### config.mk
export PLATFORM = sky130hd
export DESIGN_NAME = fir_serial_mac
export DESIGN_NICKNAME = d
export VERILOG_FILES = /design/src/rtl/fir_pkg.sv /design/src/rtl/fir_sample_ring.sv /design/src/rtl/fir_serial_mac.sv
export SDC_FILE = /design/constraint.sdc
export NUM_CORES = 2
export LEC_CHECK = 0
export ABC_AREA = 1
export CORE_AREA = 2 2 323 325
export CTS_CLUSTER_DIAMETER = 50
export DETAILED_ROUTE_END_ITERATION = 10
export DIE_AREA = 0 0 325 327
export PLACE_DENSITY = 0.69
export SLEW_MARGIN = 20
export SYNTH_ARGS = -nofsm -noshare
export SYNTH_HDL_FRONTEND = slang
export SYNTH_HIERARCHICAL = 1
export SYNTH_SLANG_ARGS = --single-unit
export TNS_END_PERCENT = 20
### constraint.sdc
create_clock -name clk -period 7.9 [get_ports clk]
set_input_delay 0.79 -clock clk [delete_from_list [all_inputs] [get_ports clk]]
set_output_delay 0.79 -clock clk [all_outputs]
set_load 0.05 [all_outputs]
### src/rtl/fir_pkg.sv
// Shared sizes, FSM encoding and fixed-point constants for the serial-MAC FIR.
package fir_pkg;

    localparam int unsigned NTAPS  = 31;
    localparam int unsigned DATA_W = 16;
    localparam int unsigned FRAC_W = 13;
    localparam int unsigned ACC_W  = 40;
    localparam int unsigned PROD_W = 2 * DATA_W;
    localparam int unsigned TAP_W  = $clog2(NTAPS);

    typedef enum logic [1:0] {
        IDLE = 2'd0,
        MAC  = 2'd1,
        DONE = 2'd2
    } fir_state_e;

    // Half an LSB of the Q2.13 output, added before the arithmetic shift
    localparam logic signed [ACC_W-1:0] ROUND_C = ACC_W'(1) << (FRAC_W - 1);

    localparam logic signed [ACC_W-1:0]  SAT_HI  = ACC_W'(32767);
    localparam logic signed [ACC_W-1:0]  SAT_LO  = ACC_W'(-32768);
    localparam logic signed [DATA_W-1:0] OUT_MAX = 16'sh7FFF;
    localparam logic signed [DATA_W-1:0] OUT_MIN = 16'sh8000;

endpackage

### src/rtl/fir_sample_ring.sv
// Circular sample delay line; wptr always points at the newest sample.
module fir_sample_ring
    import fir_pkg::*;
(
    input  logic                     clk,
    input  logic                     reset,
    input  logic                     wr_en,
    input  logic signed [DATA_W-1:0] wr_data,
    input  logic        [TAP_W-1:0]  tap,
    output logic signed [DATA_W-1:0] rd_data_c
);

    logic signed [DATA_W-1:0] mem [NTAPS];
    logic        [TAP_W-1:0]  wptr;
    logic        [TAP_W-1:0]  wptr_nxt_c;
    logic        [TAP_W-1:0]  rd_idx_c;

    // Modulo-NTAPS pointer arithmetic; the wrap term is exact in TAP_W bits
    always_comb begin
        wptr_nxt_c = (wptr == TAP_W'(NTAPS - 1)) ? '0 : wptr + TAP_W'(1);
        if (wptr >= tap) begin
            rd_idx_c = wptr - tap;
        end else begin
            rd_idx_c = wptr + TAP_W'(NTAPS) - tap;
        end
    end

    assign rd_data_c = mem[rd_idx_c];

    always_ff @(posedge clk) begin
        if (reset) begin
            wptr <= '0;
            for (int i = 0; i < NTAPS; i++) begin
                mem[i] <= '0;
            end
        end else if (wr_en) begin
            wptr             <= wptr_nxt_c;
            mem[wptr_nxt_c]  <= wr_data;
        end
    end

endmodule

### src/rtl/fir_serial_mac.sv
// 31-tap FIR using one multiply-accumulate stepped over all taps (33 cycles/output).
module fir_serial_mac
    import fir_pkg::*;
(
    input  logic                            clk,
    input  logic                            reset,
    input  logic        [NTAPS*DATA_W-1:0]  coef_flat,
    input  logic signed [DATA_W-1:0]        sample_in,
    input  logic                            sample_valid,
    output logic signed [DATA_W-1:0]        data_out,
    output logic                            data_out_valid,
    output logic                            busy,
    output logic                            overrun
);

    fir_state_e               state, state_n;
    logic        [TAP_W-1:0]  tap, tap_n;
    logic signed [ACC_W-1:0]  acc, acc_n;
    logic signed [DATA_W-1:0] data_out_n;
    logic                     data_out_valid_n;
    logic                     busy_n;
    logic                     overrun_n;

    logic                     wr_en_c;
    logic signed [DATA_W-1:0] x_c;
    logic signed [DATA_W-1:0] coef_c;
    logic signed [PROD_W-1:0] prod_c;
    logic signed [ACC_W-1:0]  rnd_c;
    logic signed [DATA_W-1:0] coef_arr [NTAPS];

    fir_sample_ring u_ring (
        .clk       (clk),
        .reset     (reset),
        .wr_en     (wr_en_c),
        .wr_data   (sample_in),
        .tap       (tap),
        .rd_data_c (x_c)
    );

    // Coefficient mux
    always_comb begin
        for (int k = 0; k < NTAPS; k++) begin
            coef_arr[k] = coef_flat[k*DATA_W +: DATA_W];
        end
    end

    assign coef_c = coef_arr[tap];
    assign prod_c = PROD_W'(x_c) * PROD_W'(coef_c);
    assign rnd_c  = (acc + ROUND_C) >>> FRAC_W;

    // Next-state and registered-output logic
    always_comb begin
        state_n          = state;
        tap_n            = tap;
        acc_n            = acc;
        data_out_n       = data_out;
        data_out_valid_n = 1'b0;
        busy_n           = busy;
        overrun_n        = 1'b0;
        wr_en_c          = 1'b0;

        case (state)
            IDLE: begin
                if (sample_valid) begin
                    wr_en_c = 1'b1;
                    acc_n   = '0;
                    tap_n   = '0;
                    busy_n  = 1'b1;
                    state_n = MAC;
                end
            end
            MAC: begin
                overrun_n = sample_valid;
                acc_n     = acc + ACC_W'(prod_c);
                if (tap == TAP_W'(NTAPS - 1)) begin
                    tap_n   = '0;
                    state_n = DONE;
                end else begin
                    tap_n = tap + TAP_W'(1);
                end
            end
            DONE: begin
                overrun_n        = sample_valid;
                data_out_valid_n = 1'b1;
                busy_n           = 1'b0;
                state_n          = IDLE;
                if (rnd_c > SAT_HI) begin
                    data_out_n = OUT_MAX;
                end else if (rnd_c < SAT_LO) begin
                    data_out_n = OUT_MIN;
                end else begin
                    data_out_n = DATA_W'(rnd_c);
                end
            end
            default: begin
                state_n = IDLE;
            end
        endcase
    end

    always_ff @(posedge clk) begin
        if (reset) begin
            state          <= IDLE;
            tap            <= '0;
            acc            <= '0;
            data_out       <= '0;
            data_out_valid <= 1'b0;
            busy           <= 1'b0;
            overrun        <= 1'b0;
        end else begin
            state          <= state_n;
            tap            <= tap_n;
            acc            <= acc_n;
            data_out       <= data_out_n;
            data_out_valid <= data_out_valid_n;
            busy           <= busy_n;
            overrun        <= overrun_n;
        end
    end

endmodule

# Word level (Yosys, flattened, before mapping)
# Memory sizes are Yosys's and may differ from the RTL's.
# Index checks and enable logic that the tools add are counted.
word_totals:
  reg_bits: 71
  ram_bits: 496
  out_inout_bits: 19
  n_memories: 1
op_classes:
  add_sub_neg: 7
  mul: 1
  magnitude_cmp: 4
  n_eq_ne: 6
  n_mux: 28
  bitwise: 2
  reduce_logical: 9
memory_table:
  columns: ["memory", "depth", "word_bits", "read_ports", "rd_ports_with_merged_regs", "write_ports", "line", "text"]
  rows:
  - ["u_ring.mem", 31, 16, 1, 0, 31, "fir_sample_ring.sv:13", "logic signed [DATA_W-1:0] mem [NTAPS];"]
op_table:
  columns: ["cell", "count"]
  rows:
  - ["$bmux 16 s5", 1]
  - ["$mux 16", 5]
  - ["$pmux 40 s2", 1]
  - ["$add 40x14->40 const B", 1]
  - ["$add 40x32->40", 1]
  - ["$mux 40", 1]
  - ["$mul 16x16->32", 1]
  - ["$gt 27x16->1 const B", 1]
  - ["$lt 27x16->1 const B", 1]
  - ["$mux 5", 5]
  - ["$reduce_or 16->1", 1]
  - ["$add 5x1->5 const B", 2]
  - ["$eq 5x5->1 const B", 2]
  - ["$mux 1", 10]
  - ["$pmux 5 s2", 1]
  - ["$sub 5x5->5", 2]
  - ["$ge 6x6->1 const B", 1]
  - ["$not 5->6", 1]
  - ["$reduce_and 2->1", 3]
  - ["$add 5x5->5 const B", 1]
  - ["$ge 5x5->1", 1]
  - ["$mux 2", 2]
  - ["$ne 2x2->1 const B", 2]
  - ["$pmux 2 s2", 1]
  - ["7 further kinds", 9]

# Logic depth before layout (Yosys ltp)
depth:
  word_depth: 7
  depth_mapped: 47
  depth_no_buf: 44

# Hierarchy
# The synthesis kept the hierarchy.
by_module_without_submodules:
  columns: ["module", "instances", "cells_each", "area_each_um2", "seq_area_each_um2"]
  rows:
  - ["fir_sample_ring", 1, 2965, 25772.2, 15474.8]
  - ["fir_serial_mac", 1, 2905, 20233.2, 1321.3]

# Worst setup path before layout
# No wires, ideal clock.
synth_path:
  path_type: "register to register"
  startpoint: "register tap[2]"
  endpoint: "register acc[39]"
  setup_time_ns: 0.132
  arrival_ns: 7.738
  t_required_ns: 7.768
  setup_slack_ns: 0.030
  stages_incl_launch_ff: 42
  n_path_buf: 4
  period_less_slack_ns: 7.870
  cell_sequence: "dfxtp_1 inv_1 ha_1 buf_2 a21oi_2 nand2_1 nand2_2 nand2_4 nand2_4 nand2_2 buf_4 buf_4 nand2_1 nand3_1 nand3_1 nand3_1 nand2_1 nand2_1 [... 6 more ...] inv_1 fa_1 fa_1 inv_1 fa_1 inv_1 fa_1 inv_1 ha_1 nand2_1 nor2_1 inv_1 nor3_1 nand4_1 nand3_1 nand3_1 nand3_1 a21oi_1"
synth_between:
  elab_cells_between_ends: 12
  cone_classes: "3 x add/sub; 1 x mul; 1 x order compare; 5 x mux; 1 x bitwise; 1 x memory"
synth_lines:
  columns: ["element", "line", "text"]
  rows:
  - ["start, declared", "fir_serial_mac.sv:17", "logic [TAP_W-1:0] tap, tap_n;"]
  - ["start signal, assigned", "fir_serial_mac.sv:112", "tap <= tap_n;"]
  - ["$sub 5x5->5, or another cell as far along", "fir_sample_ring.sv:24", "rd_idx_c = wptr + TAP_W'(NTAPS) - tap;"]
  - ["$mux 5 *", "fir_sample_ring.sv:21", "if (wptr >= tap) begin"]
  - ["$mem_v2 31x16 *", null, null]
  - ["named net x_c[15]", "fir_serial_mac.sv:25", "logic signed [DATA_W-1:0] x_c;"]
  - ["$mul 16x16->32 *", "fir_serial_mac.sv:48", "assign prod_c = PROD_W'(x_c) * PROD_W'(coef_c);"]
  - ["$add 40x32->40 *", "fir_serial_mac.sv:74", "acc_n = acc + ACC_W'(prod_c);"]
  - ["$pmux 40 s2 *", "fir_serial_mac.sv:62", "case (state)"]
  - ["end signal, assigned", "fir_serial_mac.sv:113", "acc <= acc_n;"]
  - ["end, declared", "fir_serial_mac.sv:18", "logic signed [ACC_W-1:0] acc, acc_n;"]
# Mark *: on every way through the listed nets, which the timed path passes. The rest lies on a longest branch. The select of a mux whose other input is x is not followed.
# A chain may end at the register's enable or synchronous reset.

# Worst setup path in the final report
layout_path:
  startpoint: "register u_ring.wptr[1]"
  endpoint: "register acc[38]"
layout_between:
  elab_chain_len: 7
  elab_cells_between_ends: 9
  cone_classes: "4 x add/sub; 1 x mul; 1 x order compare; 2 x mux; 1 x memory"
layout_rtl:
  columns: ["element", "line", "text"]
  rows:
  - ["start, declared", "fir_sample_ring.sv:14", "logic [TAP_W-1:0] wptr;"]
  - ["start signal, assigned", "fir_sample_ring.sv:37", "wptr <= wptr_nxt_c;"]
  - ["$add 5x5->5", "fir_sample_ring.sv:24", null]
  - ["$sub 5x5->5", "fir_sample_ring.sv:24", null]
  - ["$mux 5 *", "fir_sample_ring.sv:21", null]
  - ["$mem_v2 31x16 *", null, null]
  - ["named net x_c[15]", "fir_serial_mac.sv:25", null]
  - ["$mul 16x16->32 *", "fir_serial_mac.sv:48", null]
  - ["$add 40x32->40 *", "fir_serial_mac.sv:74", null]
  - ["$pmux 40 s2 *", "fir_serial_mac.sv:62", null]
# Mark *: on every way through the listed nets, which the timed path passes. The rest lies on a longest branch.

==> results.toml <==
[critical_path]
crit_slowest_cell = "fa_2"
worstPathArrival_ns = 8.43
start_kind = "flip-flop"
endpoint_kind = "flip-flop"
critPathMostFrequentCell = "fa_1"
cp.required_ns = 8.47
r2r_slack_ns = 0.03
crit_type = "reg2reg"
worstPathMaxFanout = 8
cpPeakStageDelay_ns = 0.64
worstRegToRegCells = 36

[sta]
maxSlewViolCount = 0
rsz0062_at_grt = "true"
skew_ns = 0.05366
fmax_mhz = 127.1
tightest_slew_ns = 1.061
final_hold_viol_count = 0
whs_ns = 0.4697
period_needed_ns = 7.866
finalWorstSetupSlack_ns = 0.03384
fin_crit_sh_pct = 99.57
slew_headroom_pct = 28.74
setup_viol_count_final = 0

[min_path]
hold_class = "reg2reg"
min_path_cells = 2

[cts]
cts_buffer_depth = 3
root_buffer = "clkbuf_16"
cts_hold_buf = 0
clk_pin_slew_ns = 0.06
clock_latency_ns = 0.64
numCtsBuffers = 69
numClockSinks = 583
htree_levels = 3
cts_tree = "built"

[logic_synthesis]
ys_top_cells_by_area = "edfxtp_1 33%, fa_1 14%, inv_1 8.7%"
synth-adder-area-share_pct = 18.01
syn_area_per_cell_um2 = 7.837
synth_top_family_by_area = "simple AND/OR/NAND/NOR gates"
yosysTopAreaCell = "edfxtp_1"
synth_warnings = 6
seq_area_frac_synth_pct = 36.51
synthCells = 5870
ys_seq_elements = 583
yosys.area_share.simple_pct = 24.92
synth-xor-area-share_pct = 0.4732
netlist_area_um2 = 46010
synth_compound_area_share_pct = 7.814
synth_top_cell_area_share_pct = 33.42
synth_fp_nets = 6848
synthMuxAreaShare_pct = 0
yosysUniqueCellTypes = 51

[floorplanning]
die_y_um = 327
die_area_um2 = 106300
std_cell_rows = 118
die_x_um = 325
initial_core_util_pct = 44.71
core_area_um2 = 102900
pin_count = 534

[global_route]
overflow = 0
grt_max_degree = 63
grt_pass1_vias = 43470
antenna_found_initial = 7
grt_util_all_layers_pct = 34.18
grt_pass1_wl_um = 272800

[routing]
wl_per_cell_um = 23.28
drt_first_pass_iters = 7
antenna_left = 0
drt_iter0_markers = 4788
num_vias = 44800
drt-total-wl_um = 190400
drc_errors = 0
viasPerCell = 5.479

[place]
hpwl_um = 137800
pre_cts_ws_ns = -0.5773
portBuffers = 533
gp_congestion = 1.019

[finish]
layout-drive-gt1-share_pct = 16.95
final_core_util_pct = 59.76
syn_to_final_growth_pct = 33.67
nets = 7715

[outcome]
status = "complete, no violations"

[job]
maxCapViolCount = 0
[worst max-delay path, delay by kind of cell, from the launching register on]
family / cells / cell delay (ns)
AO/OA/AOI/OAI: 7 / 1.04
adder cells (fa/ha/maj): 8 / 4.17
flip-flops: 1 / 0.35
buffers and inverters: 11 / 1.17
AND/OR/NAND/NOR: 10 / 1.06
[registers in the layout (all words and copies together) (netlist names), 2 cells and up]
| name | count |
|---|---|
| tap | 5 |
| u_ring/mem | 512 |
| acc | 40 |
| data_out | 16 |
| u_ring/wptr | 5 |
| state | 2 |
[Yosys cell counts, drive strengths merged]
cell type,n
o21ai,287
a211oi,1
fa,332
nand3,701
and3,1
nor2,933
a221oi,43
o221ai,1
nor4,3
or2,8
nand2,1067
nor3b,2
a2bb2oi,1
buf,155
a31oi,6
o21bai,11
o2111ai,20
clkinv,14
edfxtp,512
a21oi,171
o31ai,1
ha,131
a22oi,37
inv,1087
nor3,15
o2bb2ai,1
nand3b,7
a21boi,2
xnor2,8
and2,3
o21a,3
clkbuf,176
dfxtp,71
o211ai,27
nand4,12
xor2,16
a21o,4
[routing by layer]
layer / GRT usage [%] / vias up / part of all wire (%)
met5: 0 / - / 0
met1: 41.41 / 21410 / 36
met2: 56.38 / 2528 / 47
li1: - / 20310 / -
met3: 5.553 / 558 / 9.2
met4: 23.02 / 0 / 8.2
[through the flow]
stage                     TNS (ns)  instance area, µm²  cells
after CTS                 -0.06065               58680   8085
final                            0               61500   8177
after global routing        -1.986               61490   8176
after floorplan                  0               46010   5870
after detailed placement    -8.703               55910   7945
after global placement      -8.872               55910   7945
[logic make-up (layout without fill, tap and decap cells)]
kind of cell,after synthesis,count (layout)
other,0,7
adder cells (fa/ha/maj),463,463
AO/OA/AOI/OAI,616,616
AND/OR/NAND/NOR,2752,2753
XOR/XNOR,24,24
flip-flops,583,583
buffers and inverters,1432,2351
[worst paths after layout]
check / startpoint / end
setup / recovery: u_ring/wptr[1] / acc[38]
hold / removal: acc[0] / acc[0]
setup reg to reg: u_ring/wptr[1] / acc[38]
hold reg to reg: acc[0] / acc[0]
[timing repair]
item | in CTS | in global routing
setup endpoints to repair | 26 | 31
cloned | 6 | 16
pin swaps | 14 | 150
buffers inserted | 10 | 72
resized for setup | 72 | 464
hold endpoints to repair | 0 | 0
[cell type report]
cell class | count | area [µm²]
Multi-Input combinational cell | 3856 | 25380
Fill cell | 9063 | 41410
Antenna cell | 7 | 17.52
Clock buffer | 79 | 1795
Inverter | 1101 | 4184
Clock inverter | 45 | 430.4
Sequential cell | 583 | 16810
Timing Repair Buffer | 1126 | 11150
Tap cell | 1380 | 1727
[layout by cell type, fill, tap and decap left out, drive strengths merged, types with 20 or more instances in the layout]
master,synthesis,final
fa,332,332
nor2,933,933
clkbuf,176,94
edfxtp,512,512
a21oi,171,171
dfxtp,71,71
ha,131,131
nand3,701,701
a221oi,43,43
clkdlybuf4s50,0,532
o21ai,287,287
clkinv,14,35
a22oi,37,37
o2111ai,20,20
nand2,1067,1068
buf,155,577
inv,1087,1097
o211ai,27,27
Power is left out: the tool's default activity adds up to more than one toggle a clock period on the data nets, which glitch-free logic cannot reach.
